`src/rtl/calc_pkg.sv`:
```
// -----------------------------------------------------------------------------
// calc_pkg
// Shared definitions for the MAX30102 calc-path divider scheduler.
//   state_t      : scheduler FSM encoding (IDLE=0, CALC=1, DONE=2)
//   CALC_DIV_W   : default operand/result width of the shared divider
//   BPM_DIVIDEND : ms-per-minute constant used by the heart-rate requester
// -----------------------------------------------------------------------------
package calc_pkg;

  localparam int CALC_DIV_W   = 17;
  localparam int BPM_DIVIDEND = 60000;

  typedef enum logic [1:0] {
    ST_IDLE = 2'd0,
    ST_CALC = 2'd1,
    ST_DONE = 2'd2
  } state_t;

endpackage

```
`src/rtl/seq_divider.sv`:
```
// -----------------------------------------------------------------------------
// seq_divider
// Iterative restoring divider, one quotient bit per clock, MSB first.
// Ports:
//   clk, rst_n       : clock, asynchronous active-low reset
//   start            : load operands and begin (caller guarantees divisor != 0
//                      and that the unit is not already running)
//   dividend,divisor : operands, sampled only when start is high
//   done             : high during the cycle whose clock edge performs the
//                      final step; quot/rem are valid after that edge
//   quot, rem        : result, stable until the next start
// -----------------------------------------------------------------------------
module seq_divider
  import calc_pkg::*;
#(
  parameter int DIV_W = CALC_DIV_W
) (
  input  logic             clk,
  input  logic             rst_n,
  input  logic             start,
  input  logic [DIV_W-1:0] dividend,
  input  logic [DIV_W-1:0] divisor,
  output logic             done,
  output logic [DIV_W-1:0] quot,
  output logic [DIV_W-1:0] rem
);

  localparam int ITER_W = $clog2(DIV_W);

  logic              running;
  logic [ITER_W-1:0] iter_cnt;
  // Shift register: dividend bits leave at the MSB, quotient bits enter at
  // the LSB, so after DIV_W steps it holds the quotient.
  logic [DIV_W-1:0]  q_sh;
  logic [DIV_W:0]    rem_acc;
  logic [DIV_W-1:0]  div_reg;

  logic [DIV_W+1:0]  shifted;
  logic [DIV_W+1:0]  trial;
  logic              q_bit;

  // The extra top bit of trial acts as the borrow/sign of the subtraction.
  assign shifted = {rem_acc, q_sh[DIV_W-1]};
  assign trial   = shifted - {2'b00, div_reg};
  assign q_bit   = ~trial[DIV_W+1];

  always_ff @(posedge clk or negedge rst_n) begin
    if (!rst_n) begin
      running  <= 1'b0;
      iter_cnt <= '0;
      q_sh     <= '0;
      rem_acc  <= '0;
      div_reg  <= '0;
    end else if (start) begin
      running  <= 1'b1;
      iter_cnt <= ITER_W'(DIV_W - 1);
      q_sh     <= dividend;
      rem_acc  <= '0;
      div_reg  <= divisor;
    end else if (running) begin
      rem_acc <= q_bit ? trial[DIV_W:0] : shifted[DIV_W:0];
      q_sh    <= {q_sh[DIV_W-2:0], q_bit};
      if (iter_cnt == '0) begin
        running <= 1'b0;
      end else begin
        iter_cnt <= iter_cnt - 1'b1;
      end
    end
  end

  assign done = running && (iter_cnt == '0);
  assign quot = q_sh;
  assign rem  = rem_acc[DIV_W-1:0];

endmodule

```
`src/rtl/calc_div_sched.sv`:
```
// -----------------------------------------------------------------------------
// calc_div_sched
// Shares one seq_divider between requester 0 (heart-rate BPM, 60000/period_ms)
// and requester 1 (SpO2 ratio scaling) with round-robin arbitration.
//
// Handshake: a request transfers on a rising edge where reqN_valid and
// reqN_ready are both high. The requester keeps valid and operands stable
// until it sees ready; dropping valid earlier simply cancels the request.
// reqN_ready is combinational from the valids and the FSM state: it is high
// only in IDLE and only for the requester chosen by the arbiter. Results
// are announced by a one-cycle resN_valid pulse; resN_quot/rem/err hold
// their values until that requester's next pulse.
//
// Ports:
//   clk, rst_n                         : clock, async active-low reset
//   reqN_valid/dividend/divisor/ready  : request channel of requester N
//   resN_valid/quot/rem/err            : result channel of requester N
//                                        (err = divide by zero; quot all ones,
//                                        rem = dividend in that case)
//   busy                               : FSM is not in IDLE
//   dbg_state                          : current FSM state (calc_pkg::state_t)
// -----------------------------------------------------------------------------
module calc_div_sched
  import calc_pkg::*;
#(
  parameter int DIV_W = CALC_DIV_W
) (
  input  logic             clk,
  input  logic             rst_n,
  input  logic             req0_valid,
  input  logic [DIV_W-1:0] req0_dividend,
  input  logic [DIV_W-1:0] req0_divisor,
  output logic             req0_ready,
  input  logic             req1_valid,
  input  logic [DIV_W-1:0] req1_dividend,
  input  logic [DIV_W-1:0] req1_divisor,
  output logic             req1_ready,
  output logic             res0_valid,
  output logic [DIV_W-1:0] res0_quot,
  output logic [DIV_W-1:0] res0_rem,
  output logic             res0_err,
  output logic             res1_valid,
  output logic [DIV_W-1:0] res1_quot,
  output logic [DIV_W-1:0] res1_rem,
  output logic             res1_err,
  output logic             busy,
  output logic [1:0]       dbg_state
);

  state_t           state, state_nxt;
  logic             owner;       // requester whose op is in flight
  logic             last_grant;  // requester granted most recently
  logic             zero_op;     // op in flight is a divide by zero
  logic [DIV_W-1:0] zero_rem;    // dividend kept for the divide-by-zero result

  logic             grant0, grant1;
  logic             accept;
  logic [DIV_W-1:0] sel_dividend, sel_divisor;
  logic             sel_zero;

  logic             div_start, div_done;
  logic [DIV_W-1:0] div_quot, div_rem;

  logic [DIV_W-1:0] fin_quot, fin_rem;
  logic             fin_err;

  // Round-robin: a lone requester always wins; on a tie the requester that
  // was not granted last time wins. Reset leaves last_grant=1 so requester 0
  // takes the first tie.
  assign grant0 = req0_valid && (!req1_valid || last_grant);
  assign grant1 = req1_valid && (!req0_valid || !last_grant);

  assign req0_ready = (state == ST_IDLE) && grant0;
  assign req1_ready = (state == ST_IDLE) && grant1;
  assign accept     = req0_ready || req1_ready;

  assign sel_dividend = grant1 ? req1_dividend : req0_dividend;
  assign sel_divisor  = grant1 ? req1_divisor  : req0_divisor;
  assign sel_zero     = (sel_divisor == '0);

  // Divide by zero never reaches the divider; it goes straight to DONE.
  assign div_start = accept && !sel_zero;

  seq_divider #(
    .DIV_W (DIV_W)
  ) u_div (
    .clk      (clk),
    .rst_n    (rst_n),
    .start    (div_start),
    .dividend (sel_dividend),
    .divisor  (sel_divisor),
    .done     (div_done),
    .quot     (div_quot),
    .rem      (div_rem)
  );

  always_ff @(posedge clk or negedge rst_n) begin
    if (!rst_n) begin
      state <= ST_IDLE;
    end else begin
      state <= state_nxt;
    end
  end

  always_comb begin
    state_nxt = state;
    case (state)
      ST_IDLE: if (accept) state_nxt = sel_zero ? ST_DONE : ST_CALC;
      ST_CALC: if (div_done) state_nxt = ST_DONE;
      ST_DONE: state_nxt = ST_IDLE;
      default: state_nxt = ST_IDLE;
    endcase
  end

  always_ff @(posedge clk or negedge rst_n) begin
    if (!rst_n) begin
      owner      <= 1'b0;
      last_grant <= 1'b1;
      zero_op    <= 1'b0;
      zero_rem   <= '0;
    end else if (accept) begin
      owner      <= grant1;
      last_grant <= grant1;
      zero_op    <= sel_zero;
      zero_rem   <= sel_dividend;
    end
  end

  assign fin_quot = zero_op ? {DIV_W{1'b1}} : div_quot;
  assign fin_rem  = zero_op ? zero_rem      : div_rem;
  assign fin_err  = zero_op;

  // Result registers load on the edge that leaves DONE, so the valid pulse
  // is seen in the first IDLE cycle; the other requester's set is untouched.
  always_ff @(posedge clk or negedge rst_n) begin
    if (!rst_n) begin
      res0_valid <= 1'b0;
      res0_quot  <= '0;
      res0_rem   <= '0;
      res0_err   <= 1'b0;
      res1_valid <= 1'b0;
      res1_quot  <= '0;
      res1_rem   <= '0;
      res1_err   <= 1'b0;
    end else begin
      res0_valid <= 1'b0;
      res1_valid <= 1'b0;
      if (state == ST_DONE) begin
        if (!owner) begin
          res0_valid <= 1'b1;
          res0_quot  <= fin_quot;
          res0_rem   <= fin_rem;
          res0_err   <= fin_err;
        end else begin
          res1_valid <= 1'b1;
          res1_quot  <= fin_quot;
          res1_rem   <= fin_rem;
          res1_err   <= fin_err;
        end
      end
    end
  end

  assign busy      = (state != ST_IDLE);
  assign dbg_state = state;

endmodule
```
`config.mk`:
```
export PLATFORM = sky130hd
export DESIGN_NAME = calc_div_sched
export DESIGN_NICKNAME = d
export VERILOG_FILES = /design/src/rtl/calc_pkg.sv /design/src/rtl/seq_divider.sv /design/src/rtl/calc_div_sched.sv
export SDC_FILE = /design/constraint.sdc
export NUM_CORES = 1
export LEC_CHECK = 0
export ABC_CLOCK_PERIOD_IN_PS = 5200
export CORE_MARGIN = 8
export CORE_UTILIZATION = 30
export CTS_BUF_LIST = sky130_fd_sc_hd__clkbuf_8
export CTS_CLUSTER_DIAMETER = 150
export CTS_CLUSTER_SIZE = 14
export DETAILED_ROUTE_END_ITERATION = 12
export PLACE_DENSITY = 0.47
export SLEW_MARGIN = 10
export SYNTH_ARGS = -nofsm -noshare
export SYNTH_HDL_FRONTEND = slang
export SYNTH_SLANG_ARGS = --single-unit
export TNS_END_PERCENT = 30
```
`constraint.sdc`:
```
create_clock -name clk -period 5.2 [get_ports clk]
set_clock_uncertainty 0.2 [all_clocks]
set_input_delay 1.56 -clock clk [delete_from_list [all_inputs] [get_ports clk]]
set_output_delay 1.56 -clock clk [all_outputs]
set_load 0.05 [all_outputs]
```
[After elaboration in Yosys (flattened, before gate mapping)]
Cells that the tools add are included.
Operators by class
  multiplexer cells: 23
  add/sub/neg operators: 2
  reduce and logical (&&, ||, !) cells: 22
  shift operators: 0
  order comparisons: 0
  bitwise gates (word level): 2
  multipliers: 0
  eq/ne operators: 5
  div/mod/pow operators: 0
Operator list (count)
  $mux W17: 6
  $mux W18: 3
  $sub A19 B17 Y19: 1
  $logic_not A17 Y1: 1
  $mux W5: 3
  $reduce_and A2 Y1: 4
  $mux W1: 7
  $logic_and A1 B1 Y1: 6
  $mux W2: 3
  $ne A2 B2 Y1 const B: 3
  $logic_not A5 Y1: 1
  $sub A5 B1 Y5 const B: 1
  $logic_not A1 Y1: 4
  $pmux W2 S2: 1
  $reduce_bool A2 Y1: 2
  $logic_or A1 B1 Y1: 3
  $eq A2 B1 Y1 const B: 1
  $eq A2 B2 Y1 const B: 1
  $logic_not A2 Y1: 1
  $not A1 Y1: 2
Storage, ports and cells
  input port bits: 72
  output and inout port bits: 77
  memory bits (read-only): 0
  latch bits: 0
  memories: 0
  register bits: 152
  logic and storage cells: 72
  memory bits (writable): 0

[Longest topological paths before layout]
Gate-level depths: netlist (run 1).
  depth in word-level cells: 9
  mapped depth: 12
  depth with buffers taken out: 11

[Hierarchy]
Synthesis (run 1) repeated with hierarchy kept, for this count alone.
Second synthesis, totals
  cell total of the unflattened synthesis: 869
  area total of the unflattened synthesis: 7955.1 sq um
Modules (own cells, without submodules)
  calc_div_sched: instances 1, cells an instance 454, area each 4244.1 sq um
  seq_divider: instances 1, cells an instance 415, area each 3711.1 sq um

[Worst setup path before layout (run 1)]
OpenSTA, ideal clock, no wires.
  path kind: input port to output port
  from: input port req1_valid
  to: output port req1_ready
  arrival time: 2351 ps
  stages on the path: 3
  path slack: 1089 ps
  cell sequence: a21boi_1 > buf_2 > and2_1
Between the ends
  longest elaborated chain between the ends: 2
Ends and longest elaborated chain
  start: declaration: RTL line calc_div_sched.sv:34  | input logic req1_valid,
  $logic_and A1 B1 Y1: RTL line calc_div_sched.sv:71  | assign grant1 = req1_valid && (!req0_valid || !last_grant);
  $logic_and A1 B1 Y1: RTL line calc_div_sched.sv:74  | assign req1_ready = (state == ST_IDLE) && grant1;
  end: declaration: RTL line calc_div_sched.sv:37  | output logic req1_ready,
No other way between the ends.

[Worst setup path in the final report (run 1)]
Ends and elaborated chain as after synthesis.

==> results of run 1 <==
[layout make-up]
cell class,instances,area (um^2),area share (%)
Tap cell,330,413,4.21
Clock buffer,18,248,2.52
Inverter,29,109,1.11
Clock inverter,14,174,1.77
Timing Repair Buffer,159,1590,16.1
Multi-Input combinational cell,558,3480,35.5
Sequential cell,152,3810,38.8
[critical path: stages]
cell and delay [ns]:
sky130_fd_sc_hd__clkdlybuf4s50_1 0.51, sky130_fd_sc_hd__a21boi_4 0.19, sky130_fd_sc_hd__and2_1 0.20, sky130_fd_sc_hd__buf_12 0.15
[power by group]
part           internal, mW  switching (mW)
Clock                 0.493           0.484
Sequential             1.76           0.476
Combinational          1.58            2.56
Total                  3.83            3.52
[how the worst min path moves through the flow]
stage,start,to,slack (ns),cells past startpoint
final,res1_err,res1_err,0.28,2
after global routing,res1_rem[0],res1_rem[0],0.31,2
after CTS,res1_quot[16],res1_quot[16],0.29,2
after detailed placement,res1_err,res1_err,0.27,2
after global placement,res1_rem[0],res1_rem[0],0.26,2
after floorplan,last_grant,last_grant,0.26,2
[layer usage]
metal / share of wire (%) / track usage (%)
met1: 51 / 19.5
met2: 45 / 21.4
met3: 3.9 / 3.30
met4: 0.91 / 3.29
met5: 0 / 0
[kinds of logic (layout without fill, tap and decap cells)]
kind of cell               Yosys count  in the layout  synth area share (%)
xor gates and xnor gates            16             16                  1.85
and+or+nand+nor                    250            250                  15.2
DFF                                152            152                  50.2
buffers and inverters               76            220                  4.14
adders and majority gates           20             20                  3.40
muxes                               65             65                  8.60
AOI/OAI and AO/OA                  207            207                  16.6
[through the flow]
step                total power, mW  cell area [um^2]
floorplan                      5.16              7580
global placement               6.42              9400
detailed placement             6.45              9400
CTS                            7.45              9820
global route                   7.91              9820
finish                         7.35              9820
[cell usage in the layout, fill, tap and decap left out, types with 18 or more instances in the layout]
cell and instances:
sky130_fd_sc_hd__dfrtp_1 149, sky130_fd_sc_hd__ha_1 19, sky130_fd_sc_hd__a21oi_1 96, sky130_fd_sc_hd__nand2_1 56, sky130_fd_sc_hd__a211oi_1 29, sky130_fd_sc_hd__mux2i_1 64, sky130_fd_sc_hd__o21ai_0 42, sky130_fd_sc_hd__nor2_1 118
sky130_fd_sc_hd__inv_1 31, sky130_fd_sc_hd__clkbuf_8 18, sky130_fd_sc_hd__clkdlybuf4s50_1 145
==> metrics.log, run 1 <==
INFO  metric ys_types = 59
INFO  metric ys_ff_latch = 152
INFO  metric gr-total-overflow = 0
INFO  metric die_height = 175 um
INFO  metric io_buffer_count = 148
INFO  metric synth_warnings = 0
INFO  metric antenna_cells = 0
INFO  metric drc = 0
INFO  metric synth.top_cells.by_count = sky130_fd_sc_hd__dfrtp_1 (151), sky130_fd_sc_hd__nor2_1 (119), sky130_fd_sc_hd__a21oi_1 (96)
INFO  metric critical_path.endpoint_type = output pin
INFO  metric final_critical_path_setup_slack = 0.835 ns
INFO  metric pre_cts_slack = 0.837 ns
INFO  metric critPathLaunchType = input pin
INFO  metric required_arrival_time_at_the_worst_endpoint = 3.44 ns
INFO  metric clk_root_buffer_cell = sky130_fd_sc_hd__clkbuf_8
INFO  metric area_delta_synth_final = 29.5%
INFO  metric holdCritPathClass = reg -> reg
INFO  metric critPathCapture = req1_ready
INFO  metric arrival = 2.61 ns
INFO  metric design.die.area = 30600 um^2
INFO  metric postSynth.topFlopCell = sky130_fd_sc_hd__dfrtp_1
INFO  metric rr_endpoint = u_div.rem_acc[16]
INFO  metric fmaxAchievable = 229 MHz
INFO  metric syn-num-nets = 878
INFO  metric initial_core_util = 30.4%
INFO  metric floorplan.rows = 58
INFO  metric holdBufCountCts = 0
INFO  metric setup_violations = 0
INFO  metric mappedNetlistArea = 7580 um^2
INFO  metric wirelength = 21100 um
INFO  metric hold-worst-slack = 0.279 ns
INFO  metric power.leakage = 4.34 nW
INFO  metric number_of_nets_in_the_final_layout = 1009
INFO  metric timing_max_transition_violations_final = 0
INFO  metric detailedRoute.firstIterationViolations = 411
INFO  metric slew-limit-headroom = 36.0%
INFO  metric cts_max_path_buffers = 2
INFO  metric power_per_cell_area = 748 nW/um^2
INFO  metric post_synth.cell_area_avg = 9.64 um^2
INFO  metric cts.reportedPaths.clkPinSlew = 0.09 ns
INFO  metric grt_antenna_before_repair = 0
INFO  metric r2r_start = u_div.quot[16]
INFO  metric cts.repair.resized = 0
INFO  metric avgViaCountPerCell = 4.72
INFO  metric period_needed = 4.37 ns
INFO  metric instance_count_after_placement_with_tap_cells_included = 1228
INFO  metric clock_sink_count = 152
INFO  metric period_utilisation_layout = 83.9%
INFO  metric yosysTopAreaCell = sky130_fd_sc_hd__dfrtp_1
INFO  metric tightest_pin_transition = 0.960 ns
INFO  metric die_w = 175 um
INFO  metric post_drt_wl_per_cell = 16.7 um
INFO  metric count_of_maximum_capacitance_violations = 0
INFO  metric design.portCount = 149
INFO  metric hold_viol = 0
INFO  metric dp_hpwl = 15600 um
INFO  metric worst-setup-path-type = in -> out
INFO  metric cts-htree-levels = 4
INFO  metric synthDominantCellAreaShare = 49.9%
INFO  metric post_route_cells_drive_above_1_share = 6.45%
INFO  metric first_global_vias = 5994
INFO  metric timing.critical_path.from = req1_valid
INFO  metric final.fill_count = 2570
INFO  metric grt_util_all_layers = 13.9%
INFO  metric grt_first_pass_wirelength = 34200 um
INFO  metric register_name_with_the_most_flops = u_div.rem_acc
INFO  metric synth.yosys.seq_area_share = 50.2%
INFO  metric grt_setup_unrepaired = false
INFO  metric yosysMostFrequentCell = sky130_fd_sc_hd__dfrtp_1
INFO  metric via_count = 5948
INFO  metric post_cts_repair_timing_setup_buffer_count = 0
INFO  metric status = finished clean
INFO  metric core_footprint = 25000 um^2
INFO  metric rr_worst_depth = 12
INFO  metric grt_max_degree = 74
INFO  metric largest_reg_flops = 18
INFO  metric cts_made_buffers = 17
INFO  metric critical_path_peak_fanout = 3
INFO  metric final_cell_count_no_fill = 1260
INFO  metric reg2reg_setup_slack = 1.60 ns
INFO  metric synth_area_leaders = sky130_fd_sc_hd__dfrtp_1 (50%), sky130_fd_sc_hd__mux2i_1 (8.5%), sky130_fd_sc_hd__a21oi_1 (6.3%), sky130_fd_sc_hd__nor2_1 (5.9%), sky130_fd_sc_hd__ha_1 (3.1%)
INFO  metric remaining_number_of_nets_flagged_by_the_antenna_check_after_routing = 0
INFO  metric place.gp.congestion = 0.772
INFO  metric clk_latency = 0.45 ns
INFO  metric drt_first_pass_iters = 4
INFO  metric vdd_drop_max = 0.000340 V
INFO  metric setup_tns = 0 ns
INFO  metric fin_util = 39.3%
INFO  metric clock_tree_from_tritoncts = yes
INFO  metric syn-instance-count = 786
INFO  metric synth_enable_flop_cells = 0
INFO  metric asyncSetResetFlopFracSynth = 100%
(Power assumes the default switching activity.)
==> run 2, diff against run 1 <==
--- a/config.mk
+++ b/config.mk
@@ -5,14 +5,14 @@
 export SDC_FILE = /design/constraint.sdc
 export NUM_CORES = 1
 export LEC_CHECK = 0
-export ABC_CLOCK_PERIOD_IN_PS = 5200
+export ABC_CLOCK_PERIOD_IN_PS = 3700
 export CORE_MARGIN = 8
 export CORE_UTILIZATION = 30
 export CTS_BUF_LIST = sky130_fd_sc_hd__clkbuf_8
 export CTS_CLUSTER_DIAMETER = 150
 export CTS_CLUSTER_SIZE = 14
 export DETAILED_ROUTE_END_ITERATION = 12
-export PLACE_DENSITY = 0.47
+export PLACE_DENSITY = 0.49
 export SLEW_MARGIN = 10
 export SYNTH_ARGS = -nofsm -noshare
 export SYNTH_HDL_FRONTEND = slang
==> constraint.sdc (replaced) <==
create_clock -name clk -period 3.7 [get_ports clk]
set_clock_uncertainty 0.2 [all_clocks]
set_input_delay 1.11 -clock clk [delete_from_list [all_inputs] [get_ports clk]]
set_output_delay 1.11 -clock clk [all_outputs]
set_load 0.05 [all_outputs]
==> metrics.log, run 2 (synthesis results as in run 1) <==
INFO  metric via_count = 6016 (+1.1%)
INFO  metric cts-htree-levels = 4 (unchanged)
INFO  metric avgViaCountPerCell = 4.73 (+0.11%)
INFO  metric final_critical_path_setup_slack = 0.121 ns (-0.714 ns)
INFO  metric power_per_cell_area = 1050 nW/um^2 (+40%)
INFO  metric largest_reg_flops = 18 (unchanged)
INFO  metric area_delta_synth_final = 31.2%
INFO  metric status = finished clean
INFO  metric timing_max_transition_violations_final = 0 (unchanged)
INFO  metric remaining_number_of_nets_flagged_by_the_antenna_check_after_routing = 0 (unchanged)
INFO  metric critical_path.endpoint_type = output pin
INFO  metric required_arrival_time_at_the_worst_endpoint = 2.39 ns (-1.05 ns)
INFO  metric grt_first_pass_wirelength = 34800 um (+1.7%)
INFO  metric period_utilisation_layout = 96.7%
INFO  metric die_w = 175 um (unchanged)
INFO  metric power.total = 10.4 mW (+42%)
INFO  metric floorplan.rows = 58 (unchanged)
INFO  metric pre_cts_slack = 0.122 ns (-0.715 ns)
INFO  metric arrival = 2.27 ns (-0.34 ns)
INFO  metric place_area = 9520 um^2 (+1.3%)
INFO  metric setup_violations = 0 (unchanged)
INFO  metric wirelength = 21200 um (+0.56%)
INFO  metric post_cts_repair_timing_setup_buffer_count = 0 (unchanged)
INFO  metric clk_root_buffer_cell = sky130_fd_sc_hd__clkbuf_8
INFO  metric cts_made_buffers = 17 (unchanged)
INFO  metric postLayoutCellArea = 9940 um^2 (+1.2%)
INFO  metric grt_max_degree = 63 (-15%)
INFO  metric tightest_pin_transition = 0.958 ns (-0.00249 ns)
INFO  metric register_name_with_the_most_flops = u_div.rem_acc
INFO  metric holdCritPathClass = reg -> reg
INFO  metric slew-limit-headroom = 36.1% (+0.17 points)
INFO  metric drc = 0 (unchanged)
INFO  metric grt_util_all_layers = 14.2% (+0.23 points)
INFO  metric post_route_cells_drive_above_1_share = 7.85% (+1.4 points)
INFO  metric grt_antenna_before_repair = 0 (unchanged)
INFO  metric period_needed = 3.58 ns
INFO  metric detailedRoute.firstIterationViolations = 297 (-28%)
INFO  metric layout_common_cells = sky130_fd_sc_hd__dfrtp_1 (149), sky130_fd_sc_hd__clkdlybuf4s50_1 (145), sky130_fd_sc_hd__nor2_1 (118)
INFO  metric fmaxAchievable = 279 MHz
INFO  metric clock_tree_from_tritoncts = yes
INFO  metric hold-worst-slack = 0.282 ns (+0.00298 ns)
INFO  metric initial_core_util = 30.4% (unchanged)
INFO  metric number_of_nets_in_the_final_layout = 1022 (+1.3%)
INFO  metric io_buffer_count = 148 (unchanged)
INFO  metric cts_max_path_buffers = 2 (unchanged)
INFO  metric setup_tns = 0 ns (unchanged)
INFO  metric die_height = 175 um (unchanged)
INFO  metric design.portCount = 149 (unchanged)
INFO  metric cts.repair.resized = 0 (unchanged)
INFO  metric reg2reg_setup_slack = 0.41 ns (-1.19 ns)
INFO  metric cts.reportedPaths.clkPinSlew = 0.09 ns (about the same)
INFO  metric antenna_cells = 0 (unchanged)
INFO  metric clk_latency = 0.45 ns (about the same)
INFO  metric critPathLaunchType = input pin
INFO  metric layout_commonest_cell = sky130_fd_sc_hd__dfrtp_1
INFO  metric first_global_vias = 6213 (+3.7%)
INFO  metric gr-total-overflow = 0 (unchanged)
INFO  metric worst-setup-path-type = in -> out
INFO  metric design.die.area = 30600 um^2 (unchanged)
INFO  metric count_of_maximum_capacitance_violations = 0 (unchanged)
INFO  metric vdd_drop_max = 0.000394 V (+16%)
INFO  metric dp_hpwl = 16200 um (+3.2%)
INFO  metric post_drt_wl_per_cell = 16.6 um (-0.47%)
INFO  metric holdBufCountCts = 0 (unchanged)
INFO  metric power.leakage = 4.41 nW (+1.7%)
INFO  metric place.gp.congestion = 0.791 (+2.4%)
INFO  metric drt_first_pass_iters = 4 (unchanged)
INFO  metric critical_path_peak_fanout = 6 (+3)
INFO  metric grt_setup_unrepaired = false
INFO  metric core_footprint = 25000 um^2 (unchanged)
INFO  metric clock_sink_count = 152 (unchanged)
INFO  metric hold_viol = 0 (unchanged)
## run 2: cell count changes in the layout (fill, tap and decap cells not counted)
| cell | delta |
|---|---|
| sky130_fd_sc_hd__inv_1 | -1 |
| sky130_fd_sc_hd__buf_12 | +2 |
| sky130_fd_sc_hd__buf_4 | +11 |
| sky130_fd_sc_hd__clkinv_2 | +1 |
| sky130_fd_sc_hd__clkinvlp_4 | -1 |
| sky130_fd_sc_hd__inv_6 | +1 |
| sky130_fd_sc_hd__inv_8 | -1 |
| sky130_fd_sc_hd__clkinv_4 | +1 |
## run 2: final cells by class
class / instances / area, um^2
Multi-Input combinational cell: 558 / 3480
Sequential cell: 152 / 3810
Timing Repair Buffer: 172 / 1710
Clock buffer: 18 / 248
Tap cell: 330 / 413
Clock inverter: 14 / 174
Inverter: 29 / 109
Fill cell: 2572 / 15000
## run 2: worst max-delay path: stages
cell                              delay [ns]
sky130_fd_sc_hd__clkdlybuf4s50_1        0.49
sky130_fd_sc_hd__a21boi_4               0.28
sky130_fd_sc_hd__and2_1                 0.23
sky130_fd_sc_hd__buf_12                 0.15
## run 2: metrics by stage
step,std cells,util (%)
3_5_place_dp,1241,38.1
4_1_cts,1273,39.8
3_3_place_gp,1241,38.1
2_1_floorplan,786,-
6_report,1273,39.8
5_1_grt,1273,39.8
## run 2: report_power, final
| part | switching [mW] | total, mW | internal [mW] |
|---|---|---|---|
| combinational | 3.60 | 5.91 | 2.31 |
| clock | 0.663 | 1.35 | 0.692 |
| sequential | 0.682 | 3.15 | 2.47 |
## run 2: final timing paths
check / startpoint / to / cells past startpoint
max in group asynchronous: rst_n / u_div.quot[9] / 2
setup / recovery: req0_valid / req1_ready / 4
hold reg to reg: res1_quot[11] / res1_quot[11] / 2
hold / removal: res1_quot[11] / res1_quot[11] / 2
setup reg to reg: u_div.quot[16] / u_div.rem_acc[14] / 12
min in group asynchronous: rst_n / u_div.running / 1
## run 2: layer usage
metal,vias up,track usage [%],routed length [um]
li1,3048,-,-
met1,2811,19.3,10300
met2,144,21.9,9410
met3,13,4.06,1310
met4,0,3.07,167
met5,-,0,0
==> run 3, diff against run 2 <==
--- a/config.mk
+++ b/config.mk
@@ -8,11 +8,12 @@
 export ABC_CLOCK_PERIOD_IN_PS = 3700
 export CORE_MARGIN = 8
 export CORE_UTILIZATION = 30
-export CTS_BUF_LIST = sky130_fd_sc_hd__clkbuf_8
+export CTS_BUF_LIST = sky130_fd_sc_hd__clkbuf_2 sky130_fd_sc_hd__clkbuf_4 sky130_fd_sc_hd__clkbuf_8
 export CTS_CLUSTER_DIAMETER = 150
 export CTS_CLUSTER_SIZE = 14
 export DETAILED_ROUTE_END_ITERATION = 12
 export PLACE_DENSITY = 0.49
+export REMOVE_ABC_BUFFERS = 1
 export SLEW_MARGIN = 10
 export SYNTH_ARGS = -nofsm -noshare
 export SYNTH_HDL_FRONTEND = slang
==> metrics.log, run 3 (synthesis results as in run 1) <==
INFO  metric status = finished clean
INFO  metric gr-total-overflow = 0 (unchanged)
INFO  metric critical_path.cell_chain = clkdlybuf4s50_1 > a21boi_4 > and2_1 > buf_12
INFO  metric dp_hpwl = 14800 um (-8.3%)
INFO  metric crit_slowest_cell = sky130_fd_sc_hd__clkdlybuf4s50_1
INFO  metric cts.repair.resized = 0 (unchanged)
INFO  metric post_drt_wl_per_cell = 15.9 um (-4.3%)
INFO  metric setup_violations = 0 (unchanged)
INFO  metric first_global_vias = 6194 (-0.31%)
INFO  metric holdCritPathClass = reg -> reg
INFO  metric clock_sink_count = 152 (unchanged)
INFO  metric die_w = 175 um (unchanged)
INFO  metric vdd_drop_max = 0.000384 V (-2.6%)
INFO  metric number_of_nets_in_the_final_layout = 1017 (-0.49%)
INFO  metric power.leakage = 4.37 nW (-1.1%)
INFO  metric cts.reportedPaths.clkPinSlew = 0.08 ns (about the same)
INFO  metric cts_made_buffers = 17 (unchanged)
INFO  metric tightest_pin_transition = 0.912 ns (-0.0460 ns)
INFO  metric worst-setup-path-type = in -> out
INFO  metric wirelength = 20200 um (-4.7%)
INFO  metric clock_tree_from_tritoncts = yes
INFO  metric cpPeakStageDelay = 0.50 ns (about the same)
INFO  metric period_utilisation_layout = 94.6% (-2.1 points)
INFO  metric required_arrival_time_at_the_worst_endpoint = 2.39 ns (about the same)
INFO  metric critical_path_peak_fanout = 3 (-3)
INFO  metric critical_path.endpoint_type = output pin
INFO  metric die_height = 175 um (unchanged)
INFO  metric io_buffer_count = 148 (unchanged)
INFO  metric fmaxAchievable = 286 MHz (+2.3%)
INFO  metric power_per_cell_area = 1030 nW/um^2 (-1.6%)
INFO  metric grt_max_degree = 71 (+13%)
INFO  metric clk_latency = 0.45 ns (about the same)
INFO  metric timing_max_transition_violations_final = 0 (unchanged)
INFO  metric cts_max_path_buffers = 2 (unchanged)
INFO  metric arrival = 2.19 ns (-0.08 ns)
INFO  metric hold_viol = 0 (unchanged)
INFO  metric post_route_cells_drive_above_1_share = 7.46% (-0.38 points)
INFO  metric post_cts_repair_timing_setup_buffer_count = 0 (unchanged)
INFO  metric drc = 0 (unchanged)
INFO  metric via_count = 5976 (-0.66%)
INFO  metric clk_root_buffer_cell = sky130_fd_sc_hd__clkbuf_8
INFO  metric place.gp.congestion = 0.817 (+3.3%)
INFO  metric remaining_number_of_nets_flagged_by_the_antenna_check_after_routing = 0 (unchanged)
INFO  metric largest_reg_flops = 18 (unchanged)
INFO  metric avgViaCountPerCell = 4.71 (-0.27%)
INFO  metric period_needed = 3.50 ns (-0.0791 ns)
INFO  metric holdBufCountCts = 0 (unchanged)
INFO  metric detailedRoute.firstIterationViolations = 291 (-2.0%)
INFO  metric hold-worst-slack = 0.280 ns (-0.00157 ns)
INFO  metric count_of_maximum_capacitance_violations = 0 (unchanged)
INFO  metric postLayoutCellArea = 9870 um^2 (-0.69%)
INFO  metric grt_setup_unrepaired = false
INFO  metric grt_util_all_layers = 13.5% (-0.67 points)
INFO  metric fin_util = 39.5% (-0.28 points)
INFO  metric critPathLaunchType = input pin
INFO  metric area_delta_synth_final = 30.2%
INFO  metric layout_commonest_cell = sky130_fd_sc_hd__dfrtp_1
INFO  metric register_name_with_the_most_flops = u_div.rem_acc
INFO  metric instance_count_after_placement_with_tap_cells_included = 1236 (-0.40%)
INFO  metric design.die.area = 30600 um^2 (unchanged)
INFO  metric drt_first_pass_iters = 4 (unchanged)
INFO  metric layout_common_cells = sky130_fd_sc_hd__dfrtp_1 (149), sky130_fd_sc_hd__clkdlybuf4s50_1 (145), sky130_fd_sc_hd__nor2_1 (118)
INFO  metric initial_core_util = 30.4% (unchanged)
INFO  metric place_area = 9500 um^2 (-0.21%)
INFO  metric design.portCount = 149 (unchanged)
INFO  metric grt_first_pass_wirelength = 33200 um (-4.4%)
INFO  metric core_footprint = 25000 um^2 (unchanged)
INFO  metric final_cell_count_no_fill = 1268 (-0.39%)
INFO  metric slew-limit-headroom = 39.2% (+3.1 points)
INFO  metric cts-htree-levels = 4 (unchanged)
INFO  metric antenna_cells = 0 (unchanged)
INFO  metric floorplan.rows = 58 (unchanged)
INFO  metric grt_antenna_before_repair = 0 (unchanged)
## run 3: metal layers
layer,track usage [%],wire length (um),vias up
met1,18.0,9850,2808
met2,21.1,9180,115
li1,-,-,3043
met5,0,0,-
met4,3.81,184,0
met3,3.69,953,10
## run 3: per-stage QoR
stage	setup WS [ns]	setup TNS [ns]	power [mW]
after CTS	0.195	0	10.3
after global routing	0.126	0	11.0
after global placement	0.177	0	9.03
after floorplan	-2.58	-208.98	7.17
after detailed placement	0.126	0	9.08
final	0.200	0	10.2
## run 3: final cells by class
type / count / area (um^2)
clock buffers: 23 / 310
clock inverters: 9 / 62.6
fillers: 2555 / 15100
inverters: 29 / 109
multi-input cells: 558 / 3490
flip-flops and latches: 152 / 3810
well taps: 330 / 413
repair buffers: 167 / 1680
## run 3: power by group
group,internal [mW],leakage [nW],switching (mW),total [mW]
sequential,2.47,1.78,0.642,3.11
combinational,2.31,2.40,3.54,5.85
clock,0.562,0.184,0.653,1.22
total,5.34,4.37,4.84,10.2
## run 3: worst paths after layout
kind	from	to	slack, ns	depth (start not counted)
worst min register to register	res1_quot[11]	res1_quot[11]	0.28	2
min in group asynchronous	rst_n	zero_rem[16]	0.37	1
worst max register to register	u_div.quot[16]	u_div.rem_acc[14]	0.40	12
max in group asynchronous	rst_n	u_div.quot[7]	2.24	2
worst max-delay path	req1_valid	req1_ready	0.20	4
worst min-delay path	res1_quot[11]	res1_quot[11]	0.28	2
## run 3: critical path, delay by kind of cell
kind | cells | cell delay (ns)
AND/OR/NAND/NOR | 1 | 0.22
AO/OA/AOI/OAI | 1 | 0.21
buffers and inverters | 2 | 0.65
